## config.mk

```make
export PLATFORM = sky130hd
export DESIGN_NAME = gao_er1_responder
export DESIGN_NICKNAME = d
export VERILOG_FILES = /design/src/rtl/gao_er1_responder.sv
export SDC_FILE = /design/constraint.sdc
export NUM_CORES = 1
export LEC_CHECK = 0
export CAP_MARGIN = 20
export CORE_MARGIN = 1.5
export CORE_UTILIZATION = 48
export DETAILED_ROUTE_END_ITERATION = 12
export MAX_ROUTING_LAYER = met4
export PLACE_DENSITY_LB_ADDON = 0.2
export SETUP_SLACK_MARGIN = 0.05
export SYNTH_ARGS = -nofsm -noshare
export SYNTH_HDL_FRONTEND = slang
export SYNTH_SLANG_ARGS = --single-unit
```

## constraint.sdc

```tcl
create_clock -name tck_i -period 2.1 [get_ports tck_i]
set_input_delay 0.63 -clock tck_i [delete_from_list [all_inputs] [get_ports tck_i]]
set_output_delay 0.63 -clock tck_i [all_outputs]
set_load 0.005 [all_outputs]
```

## src/rtl/gao_er1_responder.sv

```systemverilog
// rtl/gao_er1_responder.sv - ER1 user data register responder in the TCK domain; optional macro GAO_ER1_LEN_CHECK_EN
module gao_er1_responder #(
  parameter int DATA_W = 32
) (
  input  logic              tck_i,
  input  logic              rst_i,
  input  logic              enable_i,
  input  logic              shift_dr_capture_dr_i,
  input  logic              update_dr_i,
  input  logic              tdi_i,
  output logic              tdo_o,
  output logic [DATA_W-1:0] cmd_o,
  output logic              cmd_valid_o,
  input  logic [DATA_W-1:0] rd_data_i,
  input  logic              rd_valid_i,
  output logic              rd_ready_o,
  output logic              frame_err_o
);

  localparam int DR_W = DATA_W + 4;

  localparam logic [3:0] OP_WRITE  = 4'h1;
  localparam logic [3:0] OP_RD_ACK = 4'h2;
  localparam logic [3:0] OP_CLR    = 4'h3;

  typedef enum logic [1:0] {
    IDLE     = 2'd0,
    SHIFT    = 2'd1,
    WAIT_UPD = 2'd2
  } state_t;

  state_t state;
  state_t state_nxt;

  logic [DR_W-1:0]   sr;
  logic              ovf;
  logic              do_capture;
  logic              do_shift;
  logic              do_update;
  logic              len_ok;
  logic [3:0]        op;
  logic [DATA_W-1:0] pl;
  logic              wr_hit;
  logic              ack_hit;
  logic              clr_hit;

  assign op = sr[DR_W-1 -: 4];
  assign pl = sr[DATA_W-1:0];

  // Next-state decode; also produces the capture/shift/update strobes for the datapath
  always_comb begin
    state_nxt  = state;
    do_capture = 1'b0;
    do_shift   = 1'b0;
    do_update  = 1'b0;
    case (state)
      IDLE: begin
        // Update without a preceding capture is ignored here by construction
        if (enable_i && shift_dr_capture_dr_i) begin
          do_capture = 1'b1;
          state_nxt  = SHIFT;
        end
      end
      SHIFT, WAIT_UPD: begin
        if (!enable_i) begin
          state_nxt = IDLE;
        end else if (update_dr_i) begin
          do_update = 1'b1;
          state_nxt = IDLE;
        end else if (shift_dr_capture_dr_i) begin
          // Returning from Pause resumes shifting without a recapture
          do_shift  = 1'b1;
          state_nxt = SHIFT;
        end else begin
          state_nxt = WAIT_UPD;
        end
      end
      default: state_nxt = IDLE;
    endcase
  end

  // FSM state register
  always_ff @(posedge tck_i) begin
    if (rst_i) begin
      state <= IDLE;
    end else begin
      state <= state_nxt;
    end
  end

  // Shift register: parallel capture of status/readback, then LSB-first shifting
  always_ff @(posedge tck_i) begin
    if (rst_i) begin
      sr <= '0;
    end else if (do_capture) begin
      sr <= {rd_valid_i, frame_err_o, ovf, 1'b1, rd_data_i};
    end else if (do_shift) begin
      sr <= {tdi_i, sr[DR_W-1:1]};
    end
  end

`ifdef GAO_ER1_LEN_CHECK_EN
  localparam int CNT_W = $clog2(DR_W + 2);
  localparam logic [CNT_W-1:0] CNT_FULL = CNT_W'(DR_W);
  localparam logic [CNT_W-1:0] CNT_SAT  = CNT_W'(DR_W + 1);

  logic [CNT_W-1:0] cnt;

  // Shifted-bit counter; saturates one past a full frame so long frames stay detectable
  always_ff @(posedge tck_i) begin
    if (rst_i) begin
      cnt <= '0;
    end else if (do_capture) begin
      cnt <= '0;
    end else if (do_shift && (cnt != CNT_SAT)) begin
      cnt <= cnt + 1'b1;
    end
  end

  assign len_ok = (cnt == CNT_FULL);

  // Sticky length error; a fresh error beats a CLR arriving in the same update
  always_ff @(posedge tck_i) begin
    if (rst_i) begin
      frame_err_o <= 1'b0;
    end else if (do_update && !len_ok) begin
      frame_err_o <= 1'b1;
    end else if (clr_hit) begin
      frame_err_o <= 1'b0;
    end
  end
`else
  assign len_ok      = 1'b1;
  assign frame_err_o = 1'b0;
`endif

  assign wr_hit  = do_update && len_ok && (op == OP_WRITE);
  assign ack_hit = do_update && len_ok && (op == OP_RD_ACK);
  assign clr_hit = do_update && len_ok && (op == OP_CLR);

  // Registered command/ack pulses, one cycle after the update cycle
  always_ff @(posedge tck_i) begin
    if (rst_i) begin
      cmd_o       <= '0;
      cmd_valid_o <= 1'b0;
      rd_ready_o  <= 1'b0;
    end else begin
      cmd_valid_o <= wr_hit;
      rd_ready_o  <= ack_hit && rd_valid_i;
      if (wr_hit) begin
        cmd_o <= pl;
      end
    end
  end

  // Sticky overflow: host acknowledged a readback word that was never valid
  always_ff @(posedge tck_i) begin
    if (rst_i) begin
      ovf <= 1'b0;
    end else if (ack_hit && !rd_valid_i) begin
      ovf <= 1'b1;
    end else if (clr_hit) begin
      ovf <= 1'b0;
    end
  end

  assign tdo_o = enable_i ? sr[0] : 1'b0;

endmodule

```

==> Word level (Yosys, flattened, before mapping) <==
Cells that the tools add are included.
{ "op_classes": {"n_mux": 19, "eq_ne": 6, "reduce_logical": 12} }
{ "ops": {"columns": ["operator", "count"], "rows": [
  ["36-bit two-way mux", 2],
  ["1-bit two-way mux", 12],
  ["4-bit by 2-bit equality test with 1-bit output (second input constant)", 2],
  ["2-bit two-way mux", 4],
  ["1-bit logical AND", 6],
  ["4-bit by 1-bit equality test with 1-bit output (second input constant)", 1],
  ["2-bit one-hot mux with 2 select lines", 1],
  ["2-bit nonzero test", 2],
  ["2-bit OR reduction", 2],
  ["2-bit by 1-bit equality test with 1-bit output (second input constant)", 1],
  ["2-bit equality test (second input constant)", 1],
  ["2-bit logical NOT", 1],
  ["2-bit != test (second input constant)", 1],
  ["1-bit logical NOT", 1]
]} }
{ "totals": {"in_bits": 39, "regBits": 73, "elab_cells": 44, "output_inout_bits": 36} }

==> Longest topological paths before layout <==
Gate-level depths: netlist of the first run.
{ "logic_depth": {"depth_word": 6, "ltp_mapped": 7} }

==> Least setup slack after synthesis of the first run <==
OpenSTA, ideal clock, no wires.
{ "synth_timing": {"path_kind": "input-to-output", "start": "in enable_i", "end": "out tdo_o", "path_slack_ps": 226, "t_arrival_ps": 1244, "path_stages": 4, "path_buffers": 3, "t_required_ps": 1470, "cell_sequence": "buf_2 > buf_2 > buf_4 > and2_1"} }
{ "synth_between": {"elab_chain_len": 1} }
{ "synth_rtl": {"columns": ["element", "line", "text"], "rows": [
  ["from (decl)", "7", "input logic enable_i,"],
  ["1-bit two-way mux", "167", "assign tdo_o = enable_i ? sr[0] : 1'b0;"],
  ["to (decl)", "11", "output logic tdo_o,"]
]} }
No other way between the ends.

==> Final worst setup path of the first run <==
{ "layout_timing": {"start": "in update_dr_i", "end": "reg cmd_o[15]"} }
{ "layout_between": {"elab_chain_len": 4} }
{ "layout_rtl": {"columns": ["element", "line", "text"], "rows": [
  ["from (decl)", "9", "input logic update_dr_i,"],
  ["1-bit two-way mux", "67", "end else if (update_dr_i) begin"],
  ["1-bit two-way mux", "65", "if (!enable_i) begin"],
  ["1-bit two-way mux", "56", "case (state)"],
  ["1-bit logical AND", "137", "assign wr_hit = do_update && len_ok && (op == OP_WRITE);"],
  ["to (signal assigned)", "151", "cmd_o <= pl;"],
  ["to (decl)", "12", "output logic [DATA_W-1:0] cmd_o,"]
]} }
No other way between the ends.
A chain may end at the register's enable or synchronous reset.

==> metrics.md, run 1 <==
| Metric | Value |
|---|---|
| Largest area contributor in the netlist | `dfxtp_1` |
| Number of library cell types mapped by synthesis | `40` |
| VDD IR max | `315 µV` |
| Remaining Overflow, GRT | `0` |
| Post-synth EDFFs | `0` |
| CTS tree | `built` |
| Vias per cell | `6.10` |
| Hold path cells | `2` |
| TNS Setup | `0 ns` |
| Leak Pwr | `1.58 nW` |
| Synth Flop Type | `dfxtp_1` |
| Inserted Diodes | `0` |
| Final setup vio count | `0` |
| Die ar. | `7900 µm²` |
| Max incr delay on CP | `0.51 ns` |
| Routed vias | `3,404` |
| Worst Skew | `0.00894 ns` |
| Initial Util | `49.3%` |
| Initial antenna violation count | `0` |
| Die width | `88.9 µm` |
| Nets | `496` |
| Clk slew on worst S/H paths | `0.08 ns` |
| Cell Pwr Density | `670 nW/µm²` |
| Worst EP arrival | `2.13 ns` |
| Setup crit start kind | `primary input` |
| Worst R2R Path Depth | `5` |
| DP HPWL | `6.11 mm` |
| Gpl congestion | `0.838` |
| DP Cell Count | `543` |
| R2r endpoint | `sr[21]` |
| Top post-synthesis cells by area | `dfxtp_1, a21oi_1, a21bo_2` |
| Yosys warning total | `0` |
| Fin crit period | `1.90 ns` |
| Post-Syn Area | `3540 µm²` |
| FF+latch count, synth | `73` |
| First-pass iteration count of the detailed router | `5` |
| Top-count cell post-synth | `dfxtp_1` |
| Ys async rst share | `0%` |
| Clock latency at the later pin of the worst-skew pair | `0.35 ns` |
| CTS root buffer | `clkbuf_8` |
| Drt first-iter violations | `194` |
| Worst hold path type | `flop to flop` |
| WL final | `9.59 mm` |
| Vias in the first global route | `3,074` |
| Max H-tree Level | `3` |
| CP required | `2.33 ns` |
| Hold Crit Endpoint | `cmd_o[9]` |
| Worst Hold Launch | `cmd_o[9]` |
| Fin Hold WS | `0.475 ns` |
| Total track usage | `25.9%` |
| Cts bufs inserted | `9` |
| First-pass GRT wire length | `15.4 mm` |
| CP cell instances | `clkdlybuf4s50_1 > or3b_1 > buf_4 > o21ai_0 > a21oi_1` |
| Row cnt | `31` |
| Final hold vios | `0` |
| Crit path kind | `primary input to flop` |
| Remaining DRCs | `0` |
| Post-cts sizing count | `0` |
| Area share of the largest cell type after synthesis | `41.3%` |
| Clk sinks | `73` |
| Worst R2R Setup Slack | `0.30 ns` |
| Slowest CP cell | `clkdlybuf4s50_1` |
| Max Slew Vio Count | `0` |
| Fill cell count | `615` |
| Max Cap Violations | `0` |
| Routed wire per std cell | `17.2 µm` |
| Worst r2r src | `state[0]` |
| # Post-CTS Setup Buffers | `0` |
| I/O Pins | `75` |
| Fraction of layout cells with a size suffix above 1 | `17.4%` |
| Post-Layout Cell Count | `558` |
| Die H | `88.9 µm` |
| Worst Setup End Kind | `flop` |
| Port Buffers | `73` |
| RSZ-0062 raised after global routing | `no` |
| Mapped Avg Cell Area | `8.92 µm²` |
| Sequential cell area fraction in the yosys report | `41.3%` |
| Crit share post-route | `90.5%` |
| CTS Hold Bufs | `0` |
| Max Buffers Root-to-Sink | `2` |
| Cells after synthesis | `397` |
| Largest net degree at the start of global routing | `37` |
| Crit-path max FO | `11` |
| Max frequency | `0.526 GHz` |
| Top post-synthesis cells by count | `dfxtp_1, a21oi_1, nand3_1, o21ai_0, nand4_1` |
| Syn Nets | `438` |
| Layout area overhead | `29.5%` |
| Core area | `7180 µm²` |
| Post-route ant nets | `0` |
| Status | `completed` |
worst max-delay path by stage:
stage	slack, ns	depth (start not counted)	start	endpoint
floorplan	0.23	4	enable_i	tdo_o
global placement	-0.09	5	update_dr_i	cmd_o[14]
detailed placement	-0.13	5	update_dr_i	cmd_o[29]
CTS	0.06	3	enable_i	tdo_o
global route	0.12	5	update_dr_i	cmd_o[24]
finish	0.20	5	update_dr_i	cmd_o[15]
report_power, final:
part | switching (mW) | leakage (nW) | internal, mW | total [mW]
Clock | 0.519 | 0.106 | 0.695 | 1.21
Combinational | 0.199 | 0.881 | 0.189 | 0.388
Sequential | 0.0432 | 0.593 | 1.43 | 1.47
Total | 0.761 | 1.58 | 2.31 | 3.07
logic make-up (layout without fill, tap and decap cells):
family          count (synthesis)  in the layout  synth area share (%)
compound gates                166            166                  32.9
fa+ha+maj                       2              2                 0.707
buf+inv                        53            115                  7.85
flops                          73             73                  41.3
mux                             2              2                 0.601
other cells                     1              1                 0.106
simple gates                  100            100                  16.5
cell usage in the layout (no fill, tap or decap), types with 2 or more instances in the layout:
master           count
nand3_1             38
bufinv_16            2
clkbuf_8            10
buf_4               17
clkbuf_1             2
buf_12               6
nor2_1               4
a21bo_2             30
buf_2                3
nor4_1               4
dfxtp_1             72
o2bb2ai_1            3
nor3_1               5
nand2_1              5
inv_1                3
nand4_1             31
a221o_1             30
o21ai_0             32
o221a_2              2
a21oi_1             65
ha_1                 2
and2_1               2
clkdlybuf4s50_1     69
per-layer routing:
layer  track usage, %  part of all wire, %  wire (µm)
met5                -                    0          0
met4             8.38                  1.1        106
met3             4.48                  5.2        499
met2             39.7                   48       4620
met1             34.6                   46       4360
sequential cells by signal, indices dropped and copies added (netlist names):
signal / flops
cmd_o: 32
cmd_valid_o: 1
ovf: 1
rd_ready_o: 1
sr: 36
state: 2
final cells by class:
class,instances,area (µm²),area share (%)
Inverter,4,15.0,0.328
Sequential cell,73,1460,31.9
Timing Repair Buffer,96,966,21.1
Tap cell,99,124,2.70
Clock buffer,12,145,3.17
Clock inverter,3,65.1,1.42
Multi-Input combinational cell,271,1810,39.4
critical path, delay by kind of cell:
kind	cells	cell delay, ns
buffers and inverters	2	0.73
AND/OR/NAND/NOR	1	0.47
AO/OA/AOI/OAI	2	0.30
through the flow:
step	area (µm²)	power [mW]	utilization, %	setup WS, ns
final	4580	3.07	63.9	0.200
after global routing	4580	3.19	63.9	0.121
after CTS	4580	3.08	63.8	0.0628
after detailed placement	4370	1.88	60.9	-0.133
after global placement	4370	1.88	60.9	-0.0940
after floorplan	3540	1.73	-	0.226
No activity file was read; power rests on OpenSTA's default activity.
==> run 2, diff against run 1 <==
--- a/config.mk
+++ b/config.mk
@@ -6,7 +6,6 @@
 export NUM_CORES = 1
 export LEC_CHECK = 0
 export CAP_MARGIN = 20
-export CORE_MARGIN = 1.5
 export CORE_UTILIZATION = 48
 export DETAILED_ROUTE_END_ITERATION = 12
 export MAX_ROUTING_LAYER = met4
==> metrics.md, run 2 (synthesis results as in run 1) <==
| Metric | Value |
|---|---|
| Status | `completed` |
| Worst R2R Path Depth | `5 (unchanged)` |
| Max Cap Violations | `0 (unchanged)` |
| Regs by FF count | `sr (36), cmd_o (32), state (2)` |
| Crit-path max FO | `21 (+10)` |
| Worst R2R Setup Slack | `0.29 ns (about the same)` |
| Final setup vio count | `0 (unchanged)` |
| Post-Place Cell Area | `4330 µm² (-1.0%)` |
| Hold Crit Endpoint | `cmd_o[21]` |
| Fraction of layout cells with a size suffix above 1 | `17.0% (-0.40 points)` |
| Post-cts sizing count | `2 (+2)` |
| Vias in the first global route | `3,025 (-1.6%)` |
| Commonest cells after routing, fill and taps aside | `dfxtp_1, clkdlybuf4s50_1, a21oi_1, nand3_1, o21ai_0` |
| Clk sinks | `73 (unchanged)` |
| Pre-CTS WS | `-0.0983 ns (+0.0344 ns)` |
| Hold path cells | `2 (unchanged)` |
| Max frequency | `0.537 GHz (+2.0%)` |
| CTS tree | `built` |
| Max incr delay on CP | `0.51 ns (about the same)` |
| Total track usage | `25.4% (-0.49 points)` |
| Slowest CP cell | `clkdlybuf4s50_1` |
| Max reg flops | `36 (unchanged)` |
| Routed wire per std cell | `16.5 µm (-4.2%)` |
| Worst Hold Launch | `cmd_o[21]` |
| Most common cell after layout, fill and taps aside | `dfxtp_1` |
| CP cell instances | `clkdlybuf4s50_1 > or3b_1 > buf_4 > o21ai_0 > a21oi_1` |
| Crit path kind | `primary input to flop` |
| Crit share post-route | `88.7% (-1.8 points)` |
| Worst EP arrival | `2.08 ns (-0.05 ns)` |
| CTS Hold Bufs | `0 (unchanged)` |
| CP delay by family, top | `buffers and inverters` |
| Clk slew on worst S/H paths | `0.07 ns (about the same)` |
| Worst hold path type | `flop to flop` |
| Largest Register | `sr` |
| Cts bufs inserted | `9 (unchanged)` |
| R2r endpoint | `sr[15]` |
| First-pass iteration count of the detailed router | `4 (-1)` |
| Crit path buffers/inverters | `2 (unchanged)` |
| Initial Util | `51.0% (+1.6 points)` |
| Gpl congestion | `0.811 (-3.1%)` |
| Inserted Diodes | `0 (unchanged)` |
| Remaining DRCs | `0 (unchanged)` |
| Total power draw | `2.85 mW (-7.1%)` |
| RSZ-0062 raised after global routing | `no` |
| Worst r2r src | `state[0]` |
| Nets | `494 (-0.40%)` |
| CP required | `2.32 ns (about the same)` |
| Initial antenna violation count | `0 (unchanged)` |
| Row cnt | `30 (-3.2%)` |
| # Post-CTS Setup Buffers | `0 (unchanged)` |
| Max Slew Vio Count | `0 (unchanged)` |
| Final instance area | `4500 µm² (-1.8%)` |
| Port Buffers | `73 (unchanged)` |
| Routed vias | `3,370 (-1.0%)` |
| Final worst slack | `0.237 ns (+0.0372 ns)` |
| Core area | `6940 µm² (-3.2%)` |
| Leak Pwr | `1.53 nW (-2.9%)` |
| Fin crit period | `1.86 ns (-0.0372 ns)` |
| Setup crit start kind | `primary input` |
| Worst Setup End Kind | `flop` |
| Final hold vios | `0 (unchanged)` |
| Max H-tree Level | `3 (unchanged)` |
| WL final | `9.12 mm (-4.9%)` |
| Fin util | `64.8% (+0.96 points)` |
| Post-route ant nets | `0 (unchanged)` |
| Largest net degree at the start of global routing | `71 (+92%)` |
| First-pass GRT wire length | `14.9 mm (-3.1%)` |
| Remaining Overflow, GRT | `0 (unchanged)` |
| I/O Pins | `75 (unchanged)` |
| Die H | `87.9 µm (-1.1%)` |
| Clock latency at the later pin of the worst-skew pair | `0.34 ns (about the same)` |
| VDD IR max | `305 µV (-3.2%)` |
| Worst Skew | `0.00684 ns (-0.00210 ns)` |
| CTS root buffer | `clkbuf_8` |
| Die width | `87.9 µm (-1.1%)` |
| Vias per cell | `6.08 (-0.28%)` |
| Fin Hold WS | `0.474 ns (-0.00141 ns)` |
| Layout area overhead | `27.2%` |
| Max Buffers Root-to-Sink | `2 (unchanged)` |
| Die ar. | `7720 µm² (-2.2%)` |
| DP HPWL | `5.76 mm (-5.8%)` |
| Cell Pwr Density | `634 nW/µm² (-5.4%)` |
| CP Launch Point | `update_dr_i` |
| Drt first-iter violations | `239 (+23%)` |
[run 2: through the flow]
| stage | instances | TNS (ns) |
|---|---|---|
| global route | 554 | 0 |
| finish | 554 | 0 |
| floorplan | 397 | 0 |
| global placement | 538 | -1.25 |
| CTS | 554 | 0 |
| detailed placement | 538 | -3.65 |
[run 2: report_power, final]
| part | total, mW | switching (mW) | internal [mW] |
|---|---|---|---|
| clock network | 1.00 | 0.509 | 0.494 |
| logic | 0.382 | 0.197 | 0.185 |
| registers | 1.47 | 0.0420 | 1.43 |
[run 2: final cells by class]
type	count	area (µm²)
Inverter	4	15.0
Clock inverter	2	12.5
Sequential cell	73	1460
Fill cell	584	2440
Tap cell	96	120
Clock buffer	14	163
Multi-Input combinational cell	271	1810
Timing Repair Buffer	94	922
[run 2: worst min-delay path: stages (launching register included)]
cell,delay [ns]
dfxtp_1,0.31
o21ai_0,0.06
a21oi_1,0.06
[run 2: routing by layer]
layer | vias up | part of all wire (%) | GRT usage (%)
met4 | 0 | 1.7 | 9.69
met1 | 1597 | 46 | 34.2
met3 | 16 | 5.9 | 3.39
met5 | - | 0 | -
li1 | 1628 | - | -
met2 | 129 | 47 | 38.5
[run 2: how the worst max path moves through the flow]
| stage | to | depth (start not counted) |
|---|---|---|
| finish | cmd_o[15] | 5 |
| floorplan | tdo_o | 4 |
| global route | cmd_o[13] | 5 |
| CTS | cmd_o[1] | 1 |
| detailed placement | cmd_o[23] | 5 |
| global placement | cmd_o[13] | 5 |
